File: config.mk
export PLATFORM = sky130hd
export DESIGN_NAME = ccr_controller
export DESIGN_NICKNAME = d
export VERILOG_FILES = /design/src/rtl/ccr_pkg.sv /design/src/rtl/ccr_update_mask.sv /design/src/rtl/ccr_controller.sv
export SDC_FILE = /design/constraint.sdc
export NUM_CORES = 1
export LEC_CHECK = 0
export ABC_AREA = 1
export BUFFER_PORTS_ARGS = -buffer_cell sky130_fd_sc_hd__clkbuf_2
export CAP_MARGIN = 20
export CORE_MARGIN = 4
export CORE_UTILIZATION = 49
export DETAILED_ROUTE_END_ITERATION = 7
export MAX_ROUTING_LAYER = met4
export PLACE_DENSITY = 0.81
export REMOVE_ABC_BUFFERS = 1
export SLEW_MARGIN = 25
export SYNTH_ARGS = -nofsm -noshare
export SYNTH_HDL_FRONTEND = slang
export SYNTH_SLANG_ARGS = --single-unit
File: constraint.sdc
create_clock -name clk -period 1.6 [get_ports clk]
set_clock_uncertainty 0.15 [all_clocks]
set_input_delay 0 -clock clk [delete_from_list [all_inputs] [get_ports clk]]
set_output_delay 0 -clock clk [all_outputs]
set_load 0.02 [all_outputs]
File: src/rtl/ccr_pkg.sv
// Shared constants and types for the condition-code register controller.
package ccr_pkg;

  localparam int unsigned FLAG_W = 3;
  localparam int unsigned OP_W   = 4;
  localparam int unsigned COND_W = 2;

  // CCR bit positions
  localparam int unsigned FLAG_Z = 0;
  localparam int unsigned FLAG_N = 1;
  localparam int unsigned FLAG_C = 2;

  // ALU opcode encoding
  localparam logic [OP_W-1:0] OP_NOP  = 4'b0000;
  localparam logic [OP_W-1:0] OP_SETC = 4'b0001;
  localparam logic [OP_W-1:0] OP_CLRC = 4'b0010;
  localparam logic [OP_W-1:0] OP_RSV3 = 4'b0011;
  localparam logic [OP_W-1:0] OP_NOT  = 4'b0100;
  localparam logic [OP_W-1:0] OP_INC  = 4'b0101;
  localparam logic [OP_W-1:0] OP_DEC  = 4'b0110;
  localparam logic [OP_W-1:0] OP_MOV  = 4'b0111;
  localparam logic [OP_W-1:0] OP_ADD  = 4'b1000;
  localparam logic [OP_W-1:0] OP_SUB  = 4'b1001;
  localparam logic [OP_W-1:0] OP_AND  = 4'b1010;
  localparam logic [OP_W-1:0] OP_OR   = 4'b1011;
  localparam logic [OP_W-1:0] OP_SHL  = 4'b1100;
  localparam logic [OP_W-1:0] OP_SHR  = 4'b1101;
  localparam logic [OP_W-1:0] OP_RSVE = 4'b1110;
  localparam logic [OP_W-1:0] OP_RSVF = 4'b1111;

  // Jump conditions
  localparam logic [COND_W-1:0] COND_JZ  = 2'b00;
  localparam logic [COND_W-1:0] COND_JN  = 2'b01;
  localparam logic [COND_W-1:0] COND_JC  = 2'b10;
  localparam logic [COND_W-1:0] COND_JMP = 2'b11;

  // Interrupt flag save/restore sequencer states
  typedef enum logic [1:0] {
    RUN     = 2'b00,
    SAVE    = 2'b01,
    ISR     = 2'b10,
    RESTORE = 2'b11
  } ccr_state_e;

endpackage

File: src/rtl/ccr_update_mask.sv
// Opcode to CCR write-mask decode; also reused by the hazard unit.
module ccr_update_mask
  import ccr_pkg::*;
(
  input  logic [OP_W-1:0]   i_op,
  output logic [FLAG_W-1:0] o_mask
);

  // Which CCR bits the retiring opcode is allowed to write
  always_comb begin
    o_mask = '0;
    case (i_op)
      OP_SETC, OP_CLRC:                      o_mask = FLAG_W'(3'b100);
      OP_NOT, OP_DEC, OP_SUB, OP_AND, OP_OR: o_mask = FLAG_W'(3'b011);
      OP_INC, OP_ADD, OP_SHL, OP_SHR:        o_mask = FLAG_W'(3'b111);
      default:                               o_mask = '0;
    endcase
  end

endmodule

File: src/rtl/ccr_controller.sv
// Condition-code register owner: masked flag commit, jump evaluation with
// consumed-flag clear, and one-deep flag save/restore around interrupts.
module ccr_controller
  import ccr_pkg::*;
(
  input  logic              clk,
  input  logic              rst_n,
  input  logic              commit_valid,
  input  logic [OP_W-1:0]   alu_op,
  input  logic [FLAG_W-1:0] alu_flag,
  input  logic              jmp_valid,
  input  logic [COND_W-1:0] jmp_cond,
  input  logic              stall,
  input  logic              int_req,
  input  logic              rti_valid,
  output logic [FLAG_W-1:0] flags,
  output logic              jmp_taken,
  output logic              int_ack,
  output logic              in_isr
);

  ccr_state_e        r_state;
  ccr_state_e        w_state_nxt;
  logic [FLAG_W-1:0] r_flags;
  logic [FLAG_W-1:0] r_shadow;
  logic              r_pending;
  logic              r_int_ack;
  logic              r_in_isr;
  logic              w_int_ack_d;
  logic              w_in_isr_d;
  logic [FLAG_W-1:0] w_mask;
  logic [FLAG_W-1:0] w_data;
  logic [FLAG_W-1:0] w_clr;
  logic [FLAG_W-1:0] w_flags_upd;
  logic              w_jmp_taken;

  ccr_update_mask u_mask (
    .i_op   (alu_op),
    .o_mask (w_mask)
  );

  // Write data: SETC/CLRC carry their own C value, everything else uses ALU flags
  always_comb begin
    w_data = alu_flag;
    if (alu_op == OP_SETC) begin
      w_data[FLAG_C] = 1'b1;
    end else if (alu_op == OP_CLRC) begin
      w_data[FLAG_C] = 1'b0;
    end
  end

  // Jump decision from the registered CCR and the bit a taken jump consumes
  always_comb begin
    w_jmp_taken = 1'b0;
    w_clr       = '0;
    case (jmp_cond)
      COND_JZ: begin
        w_jmp_taken   = jmp_valid & r_flags[FLAG_Z];
        w_clr[FLAG_Z] = w_jmp_taken;
      end
      COND_JN: begin
        w_jmp_taken   = jmp_valid & r_flags[FLAG_N];
        w_clr[FLAG_N] = w_jmp_taken;
      end
      COND_JC: begin
        w_jmp_taken   = jmp_valid & r_flags[FLAG_C];
        w_clr[FLAG_C] = w_jmp_taken;
      end
      default: begin
        w_jmp_taken = jmp_valid;
      end
    endcase
  end

  // Commit mask first, then the jump clear wins on its one bit
  always_comb begin
    w_flags_upd = r_flags;
    if (commit_valid) begin
      w_flags_upd = (r_flags & ~w_mask) | (w_data & w_mask);
    end
    w_flags_upd = w_flags_upd & ~w_clr;
  end

  // FSM state register
  always_ff @(posedge clk or negedge rst_n) begin
    if (!rst_n) begin
      r_state <= RUN;
    end else begin
      r_state <= w_state_nxt;
    end
  end

  // FSM next-state logic
  always_comb begin
    w_state_nxt = r_state;
    case (r_state)
      RUN:     if (int_req && !stall) w_state_nxt = SAVE;
      SAVE:    w_state_nxt = ISR;
      ISR:     if (rti_valid) w_state_nxt = RESTORE;
      RESTORE: w_state_nxt = r_pending ? SAVE : RUN;
      default: w_state_nxt = RUN;
    endcase
  end

  // FSM outputs, decoded from the next state so they register in step with it
  always_comb begin
    w_int_ack_d = 1'b0;
    w_in_isr_d  = 1'b0;
    case (w_state_nxt)
      SAVE:    w_int_ack_d = 1'b1;
      ISR:     w_in_isr_d  = 1'b1;
      default: begin
        w_int_ack_d = 1'b0;
        w_in_isr_d  = 1'b0;
      end
    endcase
  end

  // CCR, shadow copy, pending interrupt and registered handshake outputs
  always_ff @(posedge clk or negedge rst_n) begin
    if (!rst_n) begin
      r_flags   <= '0;
      r_shadow  <= '0;
      r_pending <= 1'b0;
      r_int_ack <= 1'b0;
      r_in_isr  <= 1'b0;
    end else begin
      r_int_ack <= w_int_ack_d;
      r_in_isr  <= w_in_isr_d;
      if (r_state == RESTORE) begin
        r_flags <= r_shadow;
      end else begin
        r_flags <= w_flags_upd;
      end
      if (r_state == SAVE) begin
        r_shadow <= w_flags_upd;
      end
      if (r_state == RESTORE) begin
        r_pending <= 1'b0;
      end else if (r_state == ISR && int_req) begin
        r_pending <= 1'b1;
      end
    end
  end

  assign flags     = r_flags;
  assign jmp_taken = w_jmp_taken;
  assign int_ack   = r_int_ack;
  assign in_isr    = r_in_isr;

endmodule

After elaboration in Yosys (flattened, before gate mapping)
Memory sizes are Yosys's and may differ from the RTL's.
Cells that the tools add are included.
- flip-flop bits (word level): 11
- latch bits: 0
- bits in writable memories: 0
- bits in read-only memories: 48
- input bits: 16
- output and inout port bits: 6
- memories: 1
- $add $sub $neg: 0
- multiply operators: 0
- div/mod/pow operators: 0
- magnitude comparators: 0
- eq/ne operators: 9
- shift operators: 0
- mux-type cells: 16
- bitwise operators: 9
- reductions and logical operators: 6
- memories (memory ; depth ; width ; read ports ; clocked after memory_dff ; wr ports ; line ; source):
    (name not given) ; 16 ; 3 ; 1 ; 0 ; 0 ; ccr_update_mask.sv:12 ; case (i_op)
- operator list (operator ; number):
    $mux 1 ; 10
    $and 3x3->3 ; 3
    $eq 2x2->1 const B ; 4
    $pmux 2 s4 ; 1
    $eq 2x1->1 const B ; 3
    $mux 3 ; 2
    $not 3->3 ; 2
    $eq 4x1->1 const B ; 1
    $eq 4x2->1 const B ; 1
    $logic_not 2->1 ; 2
    $mux 2 ; 2
    $and 1x1->1 ; 3
    $or 3x3->3 ; 1
    $pmux 1 s3 ; 1
    $logic_and 1x1->1 ; 2
    $reduce_bool 2->1 ; 1
    $logic_not 1->1 ; 1

Logic depth before layout (Yosys ltp)
- word-level depth: 8
- mapped depth: 10
- gate-level depth less buffers: 10

Cells and area by module
Synthesis repeated with hierarchy kept, for this count alone.
- cell total of the unflattened synthesis: 93
- area, all modules: 729.4 um^2
- by module, submodules not included (module ; times used ; cells an instance ; area each (um^2)):
    ccr_controller ; 1 ; 72 ; 616.8
    ccr_update_mask ; 1 ; 21 ; 112.6

Worst setup path after synthesis
No wires, ideal clock.
- path type: reg-to-reg
- from: reg r_state[0]
- to: reg r_int_ack (netlist: int_ack)
- library setup time: 0.117 ns
- arrival: 1.064 ns
- data required time: 1.333 ns
- slack: 0.269 ns
- stages on the path, launching flop included: 7
- period minus slack after synthesis: 1.331 ns
- cells stage by stage: dfrtp_1 -> ha_1 -> nand2_1 -> nand2_1 -> o21a_1 -> inv_1 -> nor2_1
- cells in the longest elaborated chain, start to end: 4
- elaborated cells between the ends (all ways): 9
- classes of those cells: 4 x eq/ne; 4 x mux; 1 x reduce/logical
- ends and longest elaborated chain (what ; line ; source):
    start, declared ; ccr_controller.sv:22 ; ccr_state_e r_state;
    start signal, assigned ; ccr_controller.sv:89 ; r_state <= w_state_nxt;
    $eq 2x2->1 (tied with other cells) ; ccr_controller.sv:96 ; case (r_state)
    $pmux 2 s4 (*) ; ccr_controller.sv:96 ;
    net w_state_nxt[0] ; ccr_controller.sv:23 ; ccr_state_e w_state_nxt;
    $eq 2x1->1 (*) ; ccr_controller.sv:109 ; case (w_state_nxt)
    $mux 1 (*) ; ccr_controller.sv:109 ;
    net w_int_ack_d ; ccr_controller.sv:29 ; logic w_int_ack_d;
    end signal, assigned ; ccr_controller.sv:128 ; r_int_ack <= w_int_ack_d;
    end, declared ; ccr_controller.sv:27 ; logic r_int_ack;
The timed path passes the listed nets; every way through them passes the cells marked *.
A chain may end at the register's enable or synchronous reset.

Worst setup path after layout
Ends and elaborated chain as after synthesis.

==> impl_metrics.yaml <==
global_route:
  grt_usage_pct: 18.9
  grt_first_pass_wirelength_mm: 2.73
  grt_antenna_before_repair: 0
  grt_max_degree: 12
  grt_overflow_total: 0
  grt_pass1_vias: 663
critical_path:
  path_max_fanout: 4
  ff2ff_path_depth: 7
  arrival_ns: 1.40
  cp.required_ns: 1.61
  crit_type: "register to register"
  end_kind: "register"
  critPathLaunchType: "register"
yosys:
  synth_area_sq_um: 716
  synthTopCellsByArea: "dfrtp_1 (38%), ha_1 (14%), nand2_1 (12%)"
  synth_cell_types: 16
  ys_ff_latch: 11
  syn_inst: 90
  synth_top_area_share_pct: 38.5
  ys_seq_area_share_pct: 38.5
  syn_area_per_cell_sq_um: 7.95
  yosys_warnings: 0
  yosysTopAreaCell: "dfrtp_1"
sta:
  rsz0062_at_grt: "false"
  setup_viol: 0
  hold_ws_ns: 0.0170
  worstMarginPinSlew_ns: 0.495
  drv_slew: 0
  hold_viol: 0
  period_minus_slack_ns: 1.39
  finalSetupTns_ns: 0
  fin_crit_sh_pct: 86.9
  max_freq_mhz: 719
  relSlewSlack_pct: 66.9
die:
  core_area_sq_um: 1330
  initial_utilization_pct: 53.7
  ios: 22
  fp.dieH_um: 46.2
  die_x_um: 46.2
  num_rows: 13
  dieArea_sq_um: 2140
cts:
  cts_buffer_depth: 2
  h-tree-depth: 1
  cts_root_buffer: "clkbuf_4"
  postCtsSetupBuffers: 0
  cts_made_buffers: 3
  clk_pin_slew_worst_paths_ns: 0.07
  clock_latency_ns: 0.27
  cts_tree: "done"
  cts_sinks: 11
routing:
  drc: 0
  wire_per_inst_um: 11.8
  routed_via_density: 5.08
  num_vias: 706
  drtPass1Iterations: 4
  antenna_left: 0
  wl_mm: 1.65
  first_iter_violations: 6
placement:
  place_hpwl_mm: 1.31
  gp_congestion: 0.699
  port_buffers: 21
  placed_area_sq_um: 847
cells_and_area:
  final_common_cell: "nand2_1"
  drive_gt1_share_pct: 25.0
  nFillCells: 110
  fin_area_sq_um: 953
  antenna_cells: 0
  final_cell_mix: "nand2_1 (22), clkbuf_2 (21), inv_1 (19)"
  syn2layout_area_growth_pct: 33.2
  fin_nets: 149
worst_hold_path:
  min_path_type: "input pin to register"
  hold_depth: 4
pwr:
  ir_drop_mv: 1.13
  leakage_nw: 0.548
  power.density_nw_per_um2: 1450
status:
  status: "finished, final reports clean"
flow_run:
  maxCapViolCount: 0
-- sequential cells by signal (all words and copies together), names as in the netlist --
name,cells
r_state,2
flags,3
r_pending,1
in_isr,1
int_ack,1
r_shadow,3
-- synthesized netlist by cell type, drive strengths merged --
library cell and n:
a21oi 2, dfrtp 11, ha 8, inv 20, nand2 22, nand3 7, nand3b 2, nand4 6
nor2 3, nor3 1, o211ai 1, o21a 2, o21ai 5
-- final timing paths --
| check | start | endpoint | slack [ns] |
|---|---|---|---|
| max in group asynchronous | rst_n | r_shadow[0] | 0.36 |
| setup / recovery | r_state[0] | int_ack | 0.21 |
| setup reg to reg | r_state[0] | int_ack | 0.21 |
| hold / removal | alu_flag[0] | r_shadow[0] | 0.02 |
| min in group asynchronous | rst_n | r_state[0] | 0.60 |
| hold reg to reg | r_shadow[2] | flags[2] | 0.33 |
-- final cells by class --
| type | instances | area (sq um) | area share (%) |
|---|---|---|---|
| inverter | 20 | 75.1 | 7.87 |
| clock buffer | 4 | 26.3 | 2.76 |
| timing repair buffer | 30 | 193 | 20.2 |
| tap | 15 | 18.8 | 1.97 |
| multi-input combinational | 59 | 365 | 38.3 |
| sequential | 11 | 275 | 28.9 |
-- metal layers --
layer  vias up  GRT usage (%)  wire, um
met5         -              -         0
met4         0           6.25        27
met3         6           7.42       101
met2        19           31.0       852
met1       322           20.6       664
li1        359              -         -
-- where the power goes --
group | total (mW) | leakage (nW) | switching [mW] | internal [mW]
clock | 0.192 | 0.0150 | 0.0950 | 0.0967
sequential | 0.509 | 0.135 | 0.0903 | 0.419
combinational | 0.683 | 0.398 | 0.412 | 0.271
-- repair_timing --
action	CTS	global route
hold buffers	9	0
resized for setup	0	0
setup endpoints to repair	0	1
hold endpoints to repair	18	0
-- stage by stage --
step / std cells / power [mW] / setup WS [ns] / util, %
6_report: 139 / 1.38 / 0.210 / 71.5
5_1_grt: 139 / 1.52 / 0.105 / 71.5
4_1_cts: 140 / 1.40 / 0.0685 / 72.2
3_5_place_dp: 127 / 1.18 / 0.219 / 63.5
3_3_place_gp: 127 / 1.15 / 0.296 / 63.5
2_1_floorplan: 90 / 0.971 / 0.269 / -
-- logic make-up after synthesis --
| group | after synthesis | synth area share, % |
|---|---|---|
| AO/OA/AOI/OAI | 10 | 9.62 |
| adder cells (fa/ha/maj) | 8 | 14.0 |
| buffers and inverters | 20 | 10.5 |
| flip-flops | 11 | 38.5 |
| AND/OR/NAND/NOR | 41 | 27.4 |
-- worst max-delay path: stages (launching register included) --
cell     delay, ns
dfrtp_1       0.40
inv_1         0.10
ha_1          0.23
inv_1         0.06
nand2_1       0.05
o21a_1        0.20
inv_1         0.06
nor2_1        0.03
(Power assumes the default switching activity.)
